[src/rtl/seq_pkg.sv]
// Shared types and encodings for the control sequencer: FSM states, the two
// supported RV32I opcodes/funct3 values and the ALU control encodings.
package seq_pkg;

    typedef enum logic [1:0] {
        StIdle,
        StFetch,
        StExec,
        StHalt
    } seq_state_e;

    localparam logic [6:0] OPC_OP_IMM = 7'b0010011;
    localparam logic [6:0] OPC_BRANCH = 7'b1100011;

    localparam logic [2:0] F3_ADDI = 3'b000;
    localparam logic [2:0] F3_BNE  = 3'b001;

    localparam logic ALU_ADD = 1'b0;
    localparam logic ALU_SUB = 1'b1;

endpackage

[src/rtl/imm_gen.sv]
// Immediate extraction for the I (ADDI) and B (BNE) instruction formats,
// sign-extended to the datapath width.
module imm_gen #(
    parameter int unsigned DATA_WIDTH = 32
) (
    input  logic [31:0]           instr,
    output logic [DATA_WIDTH-1:0] imm_i,
    output logic [DATA_WIDTH-1:0] imm_b
);

    assign imm_i = {{(DATA_WIDTH - 12){instr[31]}}, instr[31:20]};

    // B-format offsets are always even, so bit 0 is a constant zero.
    assign imm_b = {{(DATA_WIDTH - 13){instr[31]}}, instr[31], instr[7], instr[30:25],
                    instr[11:8], 1'b0};

    // Register and opcode fields carry no immediate bits.
    logic unused_bits;
    assign unused_bits = ^{instr[19:12], instr[6:0]};

endmodule

[src/rtl/ctrl_sequencer.sv]
// Fetch/execute sequencer for an ADDI/BNE subset: fetches instructions, drives the
// register-file/ALU controls and updates the PC. SEQ_RETIRE_CNT_EN adds retire_cnt.
module ctrl_sequencer
    import seq_pkg::*;
#(
    parameter int unsigned           DATA_WIDTH          = 32,
    parameter int unsigned           REG_FILE_ADDR_WIDTH = 5,
    parameter logic [DATA_WIDTH-1:0] RESET_PC            = '0
) (
    input  logic                           clk,
    input  logic                           rst_n,
    input  logic                           run,
    output logic                           instr_req,
    output logic [DATA_WIDTH-1:0]          instr_addr,
    input  logic                           instr_valid,
    input  logic [DATA_WIDTH-1:0]          instr_data,
    output logic [REG_FILE_ADDR_WIDTH-1:0] AD1,
    output logic [REG_FILE_ADDR_WIDTH-1:0] AD2,
    output logic [REG_FILE_ADDR_WIDTH-1:0] AD3,
    output logic                           WE3,
    output logic                           ALUsrc,
    output logic                           ALUctrl,
    output logic [DATA_WIDTH-1:0]          ImmOp,
    input  logic                           EQ,
`ifdef SEQ_RETIRE_CNT_EN
    output logic [DATA_WIDTH-1:0]          retire_cnt,
`endif
    output logic                           halt
);

    seq_state_e              state_q, state_d;
    logic [DATA_WIDTH-1:0]   pc_q, pc_d;
    logic [DATA_WIDTH-1:0]   ir_q, ir_d;

    logic [6:0]                     opcode;
    logic [2:0]                     funct3;
    logic [REG_FILE_ADDR_WIDTH-1:0] rs1, rs2, rd;
    logic                           is_addi, is_bne;
    logic [DATA_WIDTH-1:0]          imm_i, imm_b;
    logic [DATA_WIDTH-1:0]          pc_plus4, br_target;

    assign opcode  = ir_q[6:0];
    assign funct3  = ir_q[14:12];
    assign rd      = REG_FILE_ADDR_WIDTH'(ir_q[11:7]);
    assign rs1     = REG_FILE_ADDR_WIDTH'(ir_q[19:15]);
    assign rs2     = REG_FILE_ADDR_WIDTH'(ir_q[24:20]);
    assign is_addi = (opcode == OPC_OP_IMM) && (funct3 == F3_ADDI);
    assign is_bne  = (opcode == OPC_BRANCH) && (funct3 == F3_BNE);

    imm_gen #(
        .DATA_WIDTH(DATA_WIDTH)
    ) u_imm_gen (
        .instr(ir_q[31:0]),
        .imm_i(imm_i),
        .imm_b(imm_b)
    );

    assign pc_plus4  = pc_q + DATA_WIDTH'(4);
    assign br_target = pc_q + imm_b;

    always_ff @(posedge clk or negedge rst_n) begin
        if (!rst_n) begin
            state_q <= StIdle;
            pc_q    <= RESET_PC;
            ir_q    <= '0;
        end else begin
            state_q <= state_d;
            pc_q    <= pc_d;
            ir_q    <= ir_d;
        end
    end

    always_comb begin
        state_d = state_q;
        pc_d    = pc_q;
        ir_d    = ir_q;
        unique case (state_q)
            StIdle: begin
                if (run) state_d = StFetch;
            end
            StFetch: begin
                if (instr_valid) begin
                    ir_d    = instr_data;
                    state_d = StExec;
                end
            end
            StExec: begin
                state_d = run ? StFetch : StIdle;
                if (is_addi) begin
                    pc_d = pc_plus4;
                end else if (is_bne) begin
                    if (EQ) begin
                        pc_d = pc_plus4;
                    end else if (br_target[1]) begin
                        state_d = StHalt;
                    end else begin
                        pc_d = br_target;
                    end
                end else begin
                    state_d = StHalt;
                end
            end
            StHalt: begin
                state_d = StHalt;
            end
            default: begin
                state_d = StIdle;
            end
        endcase
    end

    // Controls decode straight from the IR register, so they only move on a capture edge.
    always_comb begin
        AD1     = '0;
        AD2     = '0;
        AD3     = '0;
        ALUsrc  = 1'b0;
        ALUctrl = ALU_ADD;
        ImmOp   = '0;
        if (is_addi) begin
            AD1    = rs1;
            AD3    = rd;
            ALUsrc = 1'b1;
            ImmOp  = imm_i;
        end else if (is_bne) begin
            AD1     = rs1;
            AD2     = rs2;
            ALUctrl = ALU_SUB;
            ImmOp   = imm_b;
        end
    end

    assign WE3        = (state_q == StExec) && is_addi && (rd != '0);
    assign instr_req  = (state_q == StFetch);
    assign instr_addr = pc_q;
    assign halt       = (state_q == StHalt);

`ifdef SEQ_RETIRE_CNT_EN
    logic [DATA_WIDTH-1:0] retire_q;

    // Any EXEC that does not fall into HALT retired a legal instruction.
    always_ff @(posedge clk or negedge rst_n) begin
        if (!rst_n) begin
            retire_q <= '0;
        end else if ((state_q == StExec) && (state_d != StHalt)) begin
            retire_q <= retire_q + DATA_WIDTH'(1);
        end
    end

    assign retire_cnt = retire_q;
`endif

endmodule

[config.mk]
export PLATFORM = sky130hd
export DESIGN_NAME = ctrl_sequencer
export DESIGN_NICKNAME = d
export VERILOG_FILES = /design/src/rtl/seq_pkg.sv /design/src/rtl/imm_gen.sv /design/src/rtl/ctrl_sequencer.sv
export SDC_FILE = /design/constraint.sdc
export NUM_CORES = 1
export LEC_CHECK = 0
export ABC_AREA = 1
export CORE_ASPECT_RATIO = 1.4
export CORE_UTILIZATION = 49
export CTS_CLUSTER_DIAMETER = 50
export DETAILED_ROUTE_END_ITERATION = 6
export DONT_BUFFER_PORTS = 1
export PLACE_DENSITY = 0.69
export SLEW_MARGIN = 20
export SYNTH_ARGS = -nofsm -noshare
export SYNTH_HDL_FRONTEND = slang
export SYNTH_HIERARCHICAL = 1
export SYNTH_SLANG_ARGS = --single-unit
export TNS_END_PERCENT = 5
[constraint.sdc]
create_clock -name clk -period 3.3 [get_ports clk]
set_clock_uncertainty 0.1 [all_clocks]
set_input_delay 0.66 -clock clk [delete_from_list [all_inputs] [get_ports clk]]
set_output_delay 0.66 -clock clk [all_outputs]
set_load 0.05 [all_outputs]
Word level (Yosys, flattened, before mapping)
Cells that the tools add are included.
{"block": "totals", "wordCells": 47, "in_bits": 37, "output_inout_bits": 84, "regBits": 66}
{"block": "op_classes", "eq_ne": 9, "add_sub_neg": 2, "muxes": 22, "n_reduce_logical": 11}
{"operator": "2-to-1 mux 32 bit", "count": 6}
{"operator": "adder 32 x 3 -> 32 bit (second input constant)", "count": 1}
{"operator": "adder 32 bit", "count": 1}
{"operator": "2-to-1 mux 5 bit", "count": 5}
{"operator": "2-to-1 mux 2 bit", "count": 6}
{"operator": "one-hot mux 2 bit (4 select lines)", "count": 1}
{"operator": "== test 7 x 5 -> 1 bit (second input constant)", "count": 1}
{"operator": "== test 7 bit (second input constant)", "count": 1}
{"operator": "nonzero test 5 bit", "count": 1}
{"operator": "== test 2 bit (second input constant)", "count": 2}
{"operator": "logical AND 1 bit", "count": 4}
{"operator": "2-to-1 mux 1 bit", "count": 4}
{"operator": "AND reduction 2 bit", "count": 2}
{"operator": "== test 3 x 1 -> 1 bit (second input constant)", "count": 1}
{"operator": "logical NOT 3 bit", "count": 1}
{"operator": "inequality test 3 bit (second input constant)", "count": 1}
{"operator": "AND reduction 3 bit", "count": 1}
{"operator": "== test 2 x 1 -> 1 bit (second input constant)", "count": 1}
{"operator": "logical NOT 2 bit", "count": 1}
{"operator": "inequality test 2 x 1 -> 1 bit (second input constant)", "count": 1}
{"operator": "inequality test 2 bit (second input constant)", "count": 1}
{"operator": "nonzero test 2 bit", "count": 1}

Depth between registers and ports, before layout
{"block": "depth", "word_depth": 6, "ltp_mapped": 16}

Modules after synthesis
The synthesis kept the hierarchy.
{"mod": "ctrl_sequencer", "instances": 1, "cells_per_inst": 1053, "area_each_um2": 6462.4}
{"mod": "imm_gen", "instances": 1, "cells_per_inst": 65, "area_each_um2": 484.2}

Least setup slack after synthesis
OpenSTA, ideal clock, no wires.
{"block": "synth_timing", "path_type": "register to output", "from": "register ir_q[3]", "to": "output WE3", "stages_incl_launch_ff": 5, "slack_ns": 0.263, "path_buffers": 1, "t_arrival_ns": 2.277, "cell_sequence": "dfrtp_1 -> nor3_4 -> nand2_1 -> clkbuf_1 -> a311oi_1"}
{"block": "synth_via", "elab_chain_len": 4}
{"element": "from (decl)", "line_no": "ctrl_sequencer.sv:33", "rtl": "logic [DATA_WIDTH-1:0] ir_q, ir_d;"}
{"element": "from (signal assigned)", "line_no": "ctrl_sequencer.sv:69", "rtl": "ir_q <= ir_d;"}
{"element": "== test 7 x 5 -> 1 bit", "line_no": "ctrl_sequencer.sv:47", "rtl": "assign is_addi = (opcode == OPC_OP_IMM) && (funct3 == F3_ADDI);"}
{"element": "logical AND 1 bit", "line_no": "ctrl_sequencer.sv:47"}
{"element": "logical AND 1 bit (2 in series)", "line_no": "ctrl_sequencer.sv:133", "rtl": "assign WE3 = (state_q == StExec) && is_addi && (rd != '0);"}
{"element": "to (decl)", "line_no": "ctrl_sequencer.sv:20", "rtl": "output logic WE3,"}
Every way passes these cells.

Final worst setup path
{"block": "layout_timing", "from": "register ir_q[3]", "to": "output ImmOp[11]"}
{"block": "layout_via", "elab_chain_len": 4, "word_cells_on_any_way": 6}
{"element": "== test 7 bit", "line_no": "ctrl_sequencer.sv:48", "rtl": "assign is_bne = (opcode == OPC_BRANCH) && (funct3 == F3_BNE);"}
{"element": "logical AND 1 bit", "line_no": "ctrl_sequencer.sv:48"}
{"element": "2-to-1 mux 32 bit", "line_no": "ctrl_sequencer.sv:125", "rtl": "end else if (is_bne) begin"}
{"element": "2-to-1 mux 32 bit (*)", "line_no": "ctrl_sequencer.sv:120", "rtl": "if (is_addi) begin"}
{"element": "to (decl)", "line_no": "ctrl_sequencer.sv:23", "rtl": "output logic [DATA_WIDTH-1:0] ImmOp,"}
Every way passes the cells marked *; elsewhere a longest branch is shown, timed or not.

==> results.md <==
- Area occupied by multi-input gates: 4080 µm²
- Final core utilization: 57.3%
- Max layer used: met4
- Top_reg_cell synth: dfrtp_1
- Clock Sinks: 65
- Vias per inst: 5.38
- Buffer depth of the longest clock path: 2
- Synthesized cell area: 6950 µm²
- Final Setup Violations: 0
- Starting Density: 50.2%
- RSZ-0062 raised after global routing: no
- CTS tree: done
- Status: finished clean
- Worst-path cell chain: nor3_4 > nand2_1 > inv_2 > a22o_1 > buf_12
- Setup CP Type: reg2out
- Leak pwr: 4.32 nW
- Vias in the first global route: 6598
- Reg area: 1630 µm²
- Average size of a mapped cell: 6.21 µm²
- DRT iter0 DRCs: 490
- Worst R2R End: instr_addr[30]$_DFFE_PN0P_
- Total CTS buffers: 9
- Final WL: 21.7 mm
- Clk root buf: clkbuf_16
- Post-synth EDFFs: 0
- Global Route Usage Sum: 30.5%
- Yosys reg bits: 65
- DRC viols: 0
- Register area share after synthesis: 23.4%
- Worst hold slack: 0.0930 ns
- CP startpoint kind: flip-flop
- Routed via count: 7078
- CP max-delay cell: inv_2
- Post-Syn Nets: 1187
- Most common cell after layout, fill and taps aside: nand2_1
- Pwr/cell area: 301 nW/µm²
- Crit Path Max Fanout: 37
- Placer Congestion: 1.02
- Slew HR: 47.5%
- Cell variety after synth: 43
- CP Capture Type: output pin
- Core Area: 13800 µm²
- Final Max Tran Viols: 0
- Clk slew on worst S/H paths: 0.06 ns
- Syn Inst Count: 1118
- I/O pins: 121
- Yosys Warn Count: 6
- Post-CTS sizing: 0
- Metal2 WL: 10.8 mm
- Place WS: 0.637 ns
- Most frequent cells in the layout: nand2_1, inv_1, nor2_1, nand3_1, dfrtp_1
- # diodes: 0
- Setup TNS: 0 ns
- Worst-Margin Slew: 0.780 ns
- Htree depth: 3
- R2r setup slk: 0.63 ns
- Nets: 1194
- Max VDD drop: 327 µV
- Met1 Wirelength: 8.24 mm
- Biggest cell delay along the critical path: 0.57 ns
- Port bufs: 0
- Die area: 14700 µm²
- Worst Path Required: 2.54 ns
- Die height: 143 µm
- Met3 routed WL: 1.51 mm
- GR Overflow Total: 0
- Final hold vios: 0
- Maxcap violations: 0
- Area Growth Syn to Fin: 14.2%
- Fill cells: 1384
- Share of cells above drive strength 1: 11.5%
- Post-CTS Setup Bufs: 0
- TritonRoute pass-1 iters: 5
- Max Freq: 325 MHz
- Min-delay worst type: in2async
- Tcrit/Tclk final: 93.2%
- Worst path arrival time: 2.32 ns
- Row cnt: 51
- Clk Latency, worst-skew pair: 0.35 ns
- First-pass GRT wire length: 33.7 mm
- WL per Instance: 16.5 µm
- Min Clock Period, post-route: 3.08 ns
- Largest net degree at the start of global routing: 66
- Post-synth ARST share: 100%
- DPL Wire Length: 16.8 mm
- R2R Path Start: ir_q[31]$_DFFE_PN0P_
- Initial antenna violation count: 0
- Die width: 103 µm
- R2R depth: 12
- Final WS setup: 0.225 ns
- DRT antenna net count: 0
per-stage QoR:
step | instances | total power, mW | instance area, µm²
6_report | 1315 | 2.39 | 7940
5_1_grt | 1315 | 2.48 | 7940
4_1_cts | 1315 | 2.38 | 7940
3_5_place_dp | 1298 | 1.36 | 7610
3_3_place_gp | 1298 | 1.35 | 7610
2_1_floorplan | 1118 | 1.36 | 6950
worst max-delay path by stage:
stage                end  slack, ns  cells past startpoint           startpoint
6_report       ImmOp[11]       0.22                      5  ir_q[3]$_DFFE_PN0P_
5_1_grt        ImmOp[11]       0.14                      5  ir_q[3]$_DFFE_PN0P_
4_1_cts        ImmOp[11]       0.25                      5  ir_q[3]$_DFFE_PN0P_
3_5_place_dp   ImmOp[11]       0.64                      5  ir_q[3]$_DFFE_PN0P_
3_3_place_gp   ImmOp[11]       0.65                      5  ir_q[3]$_DFFE_PN0P_
2_1_floorplan        WE3       0.26                      4  ir_q[3]$_DFFE_PN0P_
power by group:
group	switching, mW	leakage [nW]	internal [mW]
Clock	0.420	0.142	0.591
Sequential	0.0511	0.756	0.840
Combinational	0.326	3.43	0.161
Total	0.797	4.32	1.59
cell families (layout without fill, tap and decap cells):
group           count (synthesis)  count (layout)  synth area share (%)
other cells                     2               2                 0.108
fa+ha+maj                      32              32                  5.76
simple gates                  600             600                  36.2
xor+xnor                       27              27                  3.40
flops                          65              65                  23.4
compound gates                121             121                  11.1
mux                            12              12                  1.93
buf+inv                       259             271                  18.0
Yosys cell counts (11+ instances only):
library cell / number / area [µm²]
nand2_1: 351 / 1320
xor2_1: 18 / 158
o21ai_0: 21 / 105
dfrtp_1: 65 / 1630
ha_1: 32 / 400
buf_4: 67 / 503
nor2_1: 115 / 432
inv_1: 167 / 627
nand3_1: 78 / 390
mux2_2: 11 / 124
a22o_1: 32 / 280
nor3_1: 19 / 95.1
nand4_1: 16 / 100
a21oi_1: 50 / 250
metal layers:
layer  vias up  track usage (%)
li1       3506                -
met1      3201             34.8
met2       301             53.7
met3        70             4.85
met4         0             16.2
met5         -                0
critical path: cells and delay by family (launching register included):
| kind | cells | cell delay (ns) |
|---|---|---|
| buffers and inverters | 2 | 0.75 |
| AO/OA/AOI/OAI | 1 | 0.38 |
| flip-flops | 1 | 0.40 |
| AND/OR/NAND/NOR | 2 | 0.44 |
cell type report:
type	count	area share, %
Multi-Input combinational cell	794	51.4
Sequential cell	65	20.5
Timing Repair Buffer	85	13.3
Inverter	170	8.04
Tap cell	185	2.92
Clock buffer	9	2.84
Clock inverter	7	0.962
flip-flops by register name (all words and copies together) (netlist names):
register,flops
instr_addr,31
ir_q,32
state_q,2
what timing repair did:
action,4_1_cts,5_1_grt
hold endpoints to repair,65,0
hold buffers,1,0
endpoints found under the setup margin,0,0
No activity file was read; power rests on OpenSTA's default activity.
